**src/rtl/poly_small_pkg.sv**
```systemverilog
// rtl/poly_small_pkg.sv - shared constants, sizing functions and FSM state type for the trim decoder
package poly_small_pkg;

    localparam int BYTE_W = 8;

    typedef enum logic [1:0] {
        ST_IDLE = 2'd0,
        ST_RUN  = 2'd1,
        ST_DONE = 2'd2
    } state_t;

    function automatic int enc_bit(input int logn);
        return (logn == 10) ? 5 : 6;
    endfunction

    function automatic int f_bit(input int logn);
        return (logn == 10) ? 6 : 7;
    endfunction

    function automatic int n(input int logn);
        return 1 << logn;
    endfunction

endpackage

```
**src/rtl/poly_trim_bitbuf.sv**
```systemverilog
// rtl/poly_trim_bitbuf.sv - MSB-first bit accumulator: byte append, fixed-width extract, sign extension
module poly_trim_bitbuf
    import poly_small_pkg::*;
#(
    parameter int ENC   = 6,
    parameter int FB    = 7,
    parameter int ACC_W = BYTE_W + ENC - 1
) (
    input  logic                 clk,
    input  logic                 rst_n,
    input  logic                 clr,
    input  logic                 push,
    input  logic [BYTE_W-1:0]    byte_in,
    input  logic                 pop,
    output logic [3:0]           acc_len,
    output logic signed [FB-1:0] code_sx,
    output logic                 rem_nz
);

    logic [ACC_W-1:0] acc_q, acc_d;
    logic [3:0]       len_q, len_d;
    logic [3:0]       new_len;
    logic [ACC_W-1:0] shifted;
    logic [ACC_W-1:0] keep_mask;
    logic [ENC-1:0]   code;

    always_ff @(posedge clk or negedge rst_n) begin
        if (!rst_n) begin
            acc_q <= '0;
            len_q <= '0;
        end else begin
            acc_q <= acc_d;
            len_q <= len_d;
        end
    end

    always_comb begin
        new_len   = len_q - 4'(ENC);
        shifted   = acc_q >> new_len;
        code      = shifted[ENC-1:0];
        code_sx   = {{(FB-ENC){code[ENC-1]}}, code};
        // Bits below the extracted field are the only live data after a pop.
        keep_mask = (ACC_W'(1) << new_len) - ACC_W'(1);
        rem_nz    = (new_len != 4'd0) || ((acc_q & keep_mask) != '0);
        acc_d     = acc_q;
        len_d     = len_q;
        if (clr) begin
            acc_d = '0;
            len_d = '0;
        end else if (push) begin
            acc_d = {acc_q[ACC_W-BYTE_W-1:0], byte_in};
            len_d = len_q + 4'(BYTE_W);
        end else if (pop) begin
            acc_d = acc_q & keep_mask;
            len_d = new_len;
        end
    end

    assign acc_len = len_q;

endmodule

```
**src/rtl/poly_small_trim_decode.sv**
```systemverilog
// rtl/poly_small_trim_decode.sv - small-coefficient trim decoder; optional forbidden-code check under POLY_TRIM_ERR_CHECK_EN
module poly_small_trim_decode
    import poly_small_pkg::*;
#(
    parameter int logn = 9
) (
    input  logic                          clk,
    input  logic                          rst_n,
    input  logic                          ena,
    input  logic                          b_valid,
    input  logic [7:0]                    b,
    output logic                          b_ready,
    output logic                          f_valid,
    output logic signed [f_bit(logn)-1:0] f,
    output logic                          done,
    output logic                          err
);

    localparam int ENC = enc_bit(logn);
    localparam int FB  = f_bit(logn);
    localparam int NN  = n(logn);

    state_t                state_q, state_d;
    logic [logn-1:0]       cnt_q, cnt_d;
    logic signed [FB-1:0]  f_q, f_d;
    logic                  f_valid_q, f_valid_d;
    logic                  done_q, done_d;
    logic                  err_q, err_d;

    logic [3:0]            acc_len;
    logic signed [FB-1:0]  code_sx;
    logic                  rem_nz;
    logic                  start, push, pop, last, bad;

    poly_trim_bitbuf #(.ENC(ENC), .FB(FB)) u_bitbuf (
        .clk     (clk),
        .rst_n   (rst_n),
        .clr     (start),
        .push    (push),
        .byte_in (b),
        .pop     (pop),
        .acc_len (acc_len),
        .code_sx (code_sx),
        .rem_nz  (rem_nz)
    );

    always_ff @(posedge clk or negedge rst_n) begin
        if (!rst_n) begin
            state_q   <= ST_IDLE;
            cnt_q     <= '0;
            f_q       <= '0;
            f_valid_q <= 1'b0;
            done_q    <= 1'b0;
            err_q     <= 1'b0;
        end else begin
            state_q   <= state_d;
            cnt_q     <= cnt_d;
            f_q       <= f_d;
            f_valid_q <= f_valid_d;
            done_q    <= done_d;
            err_q     <= err_d;
        end
    end

    always_comb begin
        start   = (state_q == ST_IDLE) && ena;
        b_ready = (state_q == ST_RUN) && (acc_len < 4'(ENC));
        pop     = (state_q == ST_RUN) && (acc_len >= 4'(ENC));
        push    = b_valid && b_ready;
        last    = pop && (cnt_q == logn'(NN - 1));
`ifdef POLY_TRIM_ERR_CHECK_EN
        bad     = pop && (code_sx == FB'(-(2 ** (ENC - 1))));
`else
        bad     = 1'b0;
`endif
    end

    always_comb begin
        state_d = state_q;
        case (state_q)
            ST_IDLE: if (ena) state_d = ST_RUN;
            ST_RUN:  if (bad || last) state_d = ST_DONE;
            default: state_d = ST_IDLE;
        endcase
    end

    // done is registered alongside the final f so both rise in the same cycle.
    always_comb begin
        cnt_d     = cnt_q;
        f_d       = f_q;
        f_valid_d = 1'b0;
        done_d    = 1'b0;
        err_d     = err_q;
        if (start) begin
            cnt_d = '0;
            err_d = 1'b0;
        end
        if (bad) begin
            err_d  = 1'b1;
            done_d = 1'b1;
        end else if (pop) begin
            f_valid_d = 1'b1;
            f_d       = code_sx;
            cnt_d     = cnt_q + 1'b1;
            if (last) begin
                done_d = 1'b1;
                if (rem_nz) err_d = 1'b1;
            end
        end
    end

    assign f_valid = f_valid_q;
    assign f       = f_q;
    assign done    = done_q;
    assign err     = err_q;

endmodule

```
**config.mk**
```make
export PLATFORM = sky130hd
export DESIGN_NAME = poly_small_trim_decode
export DESIGN_NICKNAME = d
export VERILOG_FILES = /design/src/rtl/poly_small_pkg.sv /design/src/rtl/poly_trim_bitbuf.sv /design/src/rtl/poly_small_trim_decode.sv
export SDC_FILE = /design/constraint.sdc
export NUM_CORES = 1
export LEC_CHECK = 0
export CAP_MARGIN = 10
export CORE_MARGIN = 5
export CORE_UTILIZATION = 40
export DETAILED_ROUTE_END_ITERATION = 16
export PLACE_DENSITY_LB_ADDON = 0.2
export SETUP_SLACK_MARGIN = 0.2
export SLEW_MARGIN = 20
export SYNTH_ARGS = -nofsm -noshare
export SYNTH_HDL_FRONTEND = slang
export SYNTH_SLANG_ARGS = --single-unit
```
**constraint.sdc**
```tcl
create_clock -name clk -period 3.44 [get_ports clk]
set_clock_uncertainty 0.05 [all_clocks]
set_input_delay 0.86 -clock clk [delete_from_list [all_inputs] [get_ports clk]]
set_output_delay 0.86 -clock clk [all_outputs]
set_load 0.02 [all_outputs]
```
; ---- Word-level counts from Yosys, hierarchy flattened
; Cells that the tools add are included.
[word_totals]
regBits = 37
input_bits = 12
elab_cells = 51
[classes]
addsub = 4
magnitude_cmp = 2
eq_ne = 4
shift = 2
n_mux = 18
bitwise_logic = 1
reduce_logical = 12
[op_table]
columns = operator, count
row1 = $mux W13, 3
row2 = $mux W9, 2
row3 = $and A13 B13 Y13, 1
row4 = $reduce_bool A13 Y1, 1
row5 = $shl A1 B4 Y13 const A, 1
row6 = $shr A13 B4 Y6, 1
row7 = $sub A13 B2 Y13 const B, 1
row8 = $mux W4, 3
row9 = $add A9 B1 Y9 const B, 1
row10 = $eq A9 B9 Y1 const B, 1
row11 = $mux W1, 7
row12 = $logic_and A1 B1 Y1, 5
row13 = $add A4 B4 Y4 const B, 1
row14 = $ge A4 B3 Y1 const B, 1
row15 = $lt A4 B3 Y1 const B, 1
row16 = $mux W2, 2
row17 = $ne A2 B2 Y1 const B, 2
row18 = $pmux W2 S2, 1
row19 = $reduce_bool A4 Y1, 1
row20 = $sub A4 B3 Y4 const B, 1
row21 = $reduce_bool A3 Y1, 1
row22 = $eq A2 B1 Y1 const B, 1
row23 = $logic_not A2 Y1, 1
row24 = $reduce_and A2 Y1, 1
row25 = 2 further kinds, 2

; ---- Logic depth before layout (Yosys ltp)
[logic_depth]
word_depth = 9
ltp_mapped = 11

; ---- By module
; From an unflattened synthesis, not the netlist that was laid out.
[hier_totals]
hier_cells = 266
hier_area_um2 = 2466.1
[modules_own_cells]
columns = module, n_inst, cells_per_inst, area_each_um2, seq_area_each_um2
row1 = poly_trim_bitbuf, 1, 183, 1507.7, 400.4
row2 = poly_small_trim_decode, 1, 83, 958.4, 525.5

; ---- Worst setup path before layout
; Ideal clock, no wire load.
[synth_timing]
path_kind = register to register
start = reg u_bitbuf.len_q[1], in the netlist u_bitbuf.acc_len[1]
end = reg u_bitbuf.acc_q[12]
setup_ps = 78
arrival_ps = 2321
path_slack_ps = 991
path_stages_with_launch = 12
path_buffers = 2
period_less_slack_ps = 2449
path_cell_list = dfrtp_1 ha_1 xor2_4 buf_4 nand2_1 ha_1 buf_2 nor3b_1 xnor2_1 o211ai_1 nand3_1 a21oi_1
[synth_between]
elab_chain_len = 7
elab_cells_between_ends = 13
[synth_rtl]
columns = element, line
row1 = "start, declared", poly_trim_bitbuf.sv:21  ; logic [3:0] len_q, len_d;
row2 = "start signal, assigned", poly_trim_bitbuf.sv:33  ; len_q <= len_d;
row3 = $sub A4 B3 Y4, poly_trim_bitbuf.sv:38  ; new_len = len_q - 4'(ENC);
row4 = $shl A1 B4 Y13, poly_trim_bitbuf.sv:43  ; keep_mask = (ACC_W'(1) << new_len) - ACC_W'(1);
row5 = $sub A13 B2 Y13, poly_trim_bitbuf.sv:43
row6 = $and A13 B13 Y13, poly_trim_bitbuf.sv:54  ; acc_d = acc_q & keep_mask;
row7 = $mux W13, poly_trim_bitbuf.sv:53  ; end else if (pop) begin
row8 = $mux W13, poly_trim_bitbuf.sv:50  ; end else if (push) begin
row9 = $mux W13, poly_trim_bitbuf.sv:47  ; if (clr) begin
row10 = "end signal, assigned", poly_trim_bitbuf.sv:29  ; acc_q <= '0;
row11 = "end signal, assigned", poly_trim_bitbuf.sv:32  ; acc_q <= acc_d;
row12 = "end, declared", poly_trim_bitbuf.sv:20  ; logic [ACC_W-1:0] acc_q, acc_d;
; Parallel ways exist; a longest one is shown, timed or not. The select of a mux whose other input is x is not followed.
; A chain may end at the register's enable or synchronous reset.

; ---- Worst setup path in the final report
[layout_timing]
start = reg u_bitbuf.len_q[1], in the netlist u_bitbuf.acc_len[1]
end = out b_ready
[layout_between]
elab_chain_len = 2
[layout_rtl]
columns = element, line
row1 = $lt A4 B3 Y1, poly_small_trim_decode.sv:67  ; b_ready = (state_q == ST_RUN) && (acc_len < 4'(ENC));
row2 = $logic_and A1 B1 Y1, poly_small_trim_decode.sv:67
row3 = "end, declared", poly_small_trim_decode.sv:12  ; output logic b_ready,
; Every way passes these cells.

==> key figures <==
Outcome
  – Status: finished clean

Yosys
  – Total of flip-flops plus latches after synthesis: 36
  – Post-synthesis instance area: 2211 µm²
  – Post-synth cell types: 40
  – Cell types occupying the most area after synthesis: dfrtp_1 (41%), nand2_1 (6.6%), o21ai_0 (6.1%)
  – Yosys top cell area share: 40.75%
  – Cells after synthesis: 251
  – Yosys warns: 0
  – Number of enable flip-flop cells after synthesis: 0
  – Syn_nets: 271
  – Post-Synthesis Mean Instance Area: 8.808 µm²
  – Part of the Yosys area used for sequential elements: 40.75%
  – Most used flip-flop cell after synthesis: dfrtp_1
  – Share of synthesized registers carrying an async set or reset: 100.0%
  – Synth area leader: dfrtp_1

Power and ir drop
  – Static Leak: 1.076 nW
  – P_int: between 0.001 and 0.0015 W
  – Net Sw Frac: 45.83%
  – Largest voltage drop on the vdd net: 0.0006157 V
  – Clock share of power: 14.7%
  – Seq pwr share: between 20% and 30%
  – Comb pwr share: 56.6%
  – P_sw: 0.001192 W
  – Power Dens Cells: between 1000 and 1500 nW/µm²

Global routing
  – Met1 track utilization from global routing: 23.39%
  – Number of antenna violations at the first check in global routing: 0
  – Fraction of met2 tracks used by global routing: around a quarter
  – Met3 routing resource usage after global routing: 3.729%
  – Busiest layer in global routing: met2
  – Total congestion overflow: 0
  – First-pass GRT wire length: 9.170 mm
  – GRT Total Usage: 15.99%
  – Pin count of the biggest net entering global routing: 37
  – Via count of the first global-routing pass: 1,816

Routing
  – Via density per instance: 5.548
  – Per-cell routed wire length: 16.01 µm
  – Wire length reported by the detailed router: 5.460 mm
  – DR iter-0 viols: roughly 200
  – Remaining number of nets flagged by the antenna check after routing: 0
  – Vias after detailed routing: around 1,900
  – DR DRC count: 0
  – First drt pass iteration count: 4

Die
  – Site row count: 27
  – Initial Utilization: 40.65%
  – Die X: ~84 µm
  – Die Height: between 80 and 90 µm
  – Core ar.: 5439 µm²
  – Die area: 7114 µm²
  – Top-level I/O count: 23

Worst setup path
  – Register-to-register setup slack: 0.91 ns
  – Worst R2R Start: u_bitbuf.acc_len[2]
  – Setup crit start kind: flop
  – Setup CP Type: flop to output pin
  – Critical register-to-register path endpoint: u_bitbuf.acc_q[12]
  – Library cell contributing the largest single delay on the critical path: clkdlybuf4s50_1
  – Worst path cell trace: buf_4 -> a21oi_1 -> and2_1 -> clkdlybuf4s50_1
  – Critical path fanouts, max: 17
  – Maximum single-stage delay on the critical path: slightly above 0.6 ns
  – Required time of the critical path: 2.53 ns
  – Reg2Reg Depth: 10
  – Setup crit end kind: output pin
  – Crit path arrival time: 1.90 ns

STA
  – Least-Margin Pin Slew: around 0.82 ns
  – Number of endpoints failing setup at the final stage: 0
  – Max Fclk: 0.3564 GHz
  – Post-layout minimum cycle time: approximately 2.8 ns
  – Count of endpoints failing hold in the final timing report: 0
  – Final period utilization: 81.55%
  – Setup TNS: 0 ns
  – Fin Hold WS: around 0.42 ns
  – Remaining max-slew budget at the tightest pin: a little under half
  – Final slew viol count: 0
  – RSZ-0062 raised after global routing: no

Cells and area
  – Number of diodes: 0
  – Count of nets after finishing: 288
  – P&R area growth vs syn: 16.86%
  – Finished Cell Area: between 2000 and 3000 µm²
  – Fill cells: about 540
  – Sequential standard cell area: around 900 µm²
  – Share of final-layout standard cells stronger than drive strength 1: 8.550%
  – Area used by multi-input combinational logic: 1206 µm²

CTS
  – CTS H-tree depth: 2
  – Clock-pin slew on the worst setup and hold paths: 0.08 ns
  – Quantity of gates resized following cts: 0
  – CTS tree: yes
  – Root cell of the clock tree: clkbuf_8
  – Post-CTS Setup Bufs: 0
  – CTS sink cnt: 36
  – Post-cts hold buffer count: 0
  – Maximum buffer depth of the clock tree: 2
  – Total clock buffers created by CTS: 5
  – Latest clock arrival within the worst-skew pair: 0.29 ns

Placed design
  – Weighted congestion at the end of routability-driven global placement: 0.8917
  – Post-placement cell area: 2472 µm²
  – Sum of net half-perimeters after detailed placement: between 3 and 4 mm
  – Port Buffer Count: 22

Hold path
  – Hold path cells: 1
  – Type of the worst min-delay path: flop to flop
  – Worst hold path startpoint: cnt_q[7]
  – Hold Path End: cnt_q[7]

Job
  – Total of max-cap violations: 0
==> per-stage QoR <==
stage               instances  worst slack [ns]  power (W)  util (%)
CTS                       341            0.6316   0.002600     47.50
finish                    341            0.6345   0.002601     47.50
global placement          333            0.9906   0.002199     45.46
detailed placement        333            0.9485   0.002213     45.46
floorplan                 251            0.9908   0.001827         -
global route              341            0.5369   0.002821     47.50
==> layout by cell type (no fill, tap or decap), types with 2 or more instances in the layout <==
cell type,synthesis,layout
and3_1,2,2
mux2i_1,5,5
clkbuf_8,0,5
nand3_1,18,18
a31oi_1,5,5
nor2b_1,3,3
a21oi_1,19,19
nor2_1,16,16
xnor2_1,4,4
clkdlybuf4s50_1,0,21
and2_1,4,4
nand2_1,39,39
ha_1,8,8
dfrtp_1,36,36
a22oi_1,2,2
o21ai_0,27,27
o211ai_1,4,4
nand2b_1,6,6
buf_4,2,5
inv_1,6,6
nor3_1,5,5
o311ai_0,2,2
a221o_1,2,2
mux4_2,5,5
==> worst max-delay path: cells and delay by family, from the launching register on <==
family | cells | cell delay (ns)
flip-flops | 1 | 0.39
AO/OA/AOI/OAI | 1 | 0.21
AND/OR/NAND/NOR | 1 | 0.18
buffers and inverters | 2 | 0.82
==> sequential cells by signal, indices dropped and copies added (netlist names) <==
signal            flops
u_bitbuf.acc_q       13
cnt_q                 9
f                     6
u_bitbuf.acc_len      3
state_q               2
done                  1
err                   1
f_valid               1
==> power by group through the flow <==
| stage | clock network [W] | registers [W] | logic, W |
|---|---|---|---|
| after floorplan | 0 | 0.000750 | 0.00108 |
| after global placement | 0 | 0.000748 | 0.00145 |
| after detailed placement | 0 | 0.000750 | 0.00146 |
| after CTS | 0.000390 | 0.000741 | 0.00147 |
| after global routing | 0.000412 | 0.000769 | 0.00164 |
| final | 0.000381 | 0.000746 | 0.00147 |
==> final cells by class <==
| class | instances | share of cell area (%) |
|---|---|---|
| well taps | 72 | 3.487 |
| repair buffers | 27 | 9.782 |
| inverters | 6 | 0.8717 |
| flip-flops and latches | 36 | 34.87 |
| clock inverters | 3 | 1.646 |
| multi-input cells | 192 | 46.68 |
| clock buffers | 5 | 2.663 |
==> worst max-delay path by stage <==
| stage | from | end | slack (ns) | depth (start not counted) |
|---|---|---|---|---|
| after global placement | u_bitbuf.acc_len[1] | b_ready | 0.99 | 4 |
| final | u_bitbuf.acc_len[1] | b_ready | 0.63 | 4 |
| after global routing | u_bitbuf.acc_len[1] | b_ready | 0.54 | 4 |
| after CTS | u_bitbuf.acc_len[1] | b_ready | 0.63 | 4 |
| after floorplan | u_bitbuf.acc_len[1] | u_bitbuf.acc_q[12] | 0.99 | 11 |
| after detailed placement | u_bitbuf.acc_len[2] | err | 0.95 | 10 |
==> cells by family (layout without fill, tap and decap cells) <==
group	after synthesis	after routing	share of synthesized area (%)
and+or+nand+nor	98	98	20.43
buffers and inverters	23	41	4.697
adders and majority gates	8	8	4.528
muxes	11	11	7.867
xor gates and xnor gates	5	5	2.830
DFF	36	36	40.75
other	1	1	0.1696
AOI/OAI and AO/OA	69	69	18.73
==> metal layers <==
metal | vias up | share of wire [%]
li1 | 924 | -
met1 | 896 | 48
met2 | 64 | 44
met3 | 8 | 6.5
met4 | 0 | 1.4
met5 | - | 0
==> Yosys cell counts (all sizes together) (2+ instances only) <==
library cell and instances:
a221o 2, nor2 16, mux2i 5, mux4 5, nand3 19, inv 6
and2 4, a21oi 20, xnor2 4, nand2 39, o21ai 27, o211ai 4
and3 2, ha 8, nor2b 3, nor3 5, clkbuf 7, a22oi 2
dfrtp 36, a31oi 5, o311ai 2, nand2b 6, buf 10
Note: power is estimated with default switching activity, not from simulation.
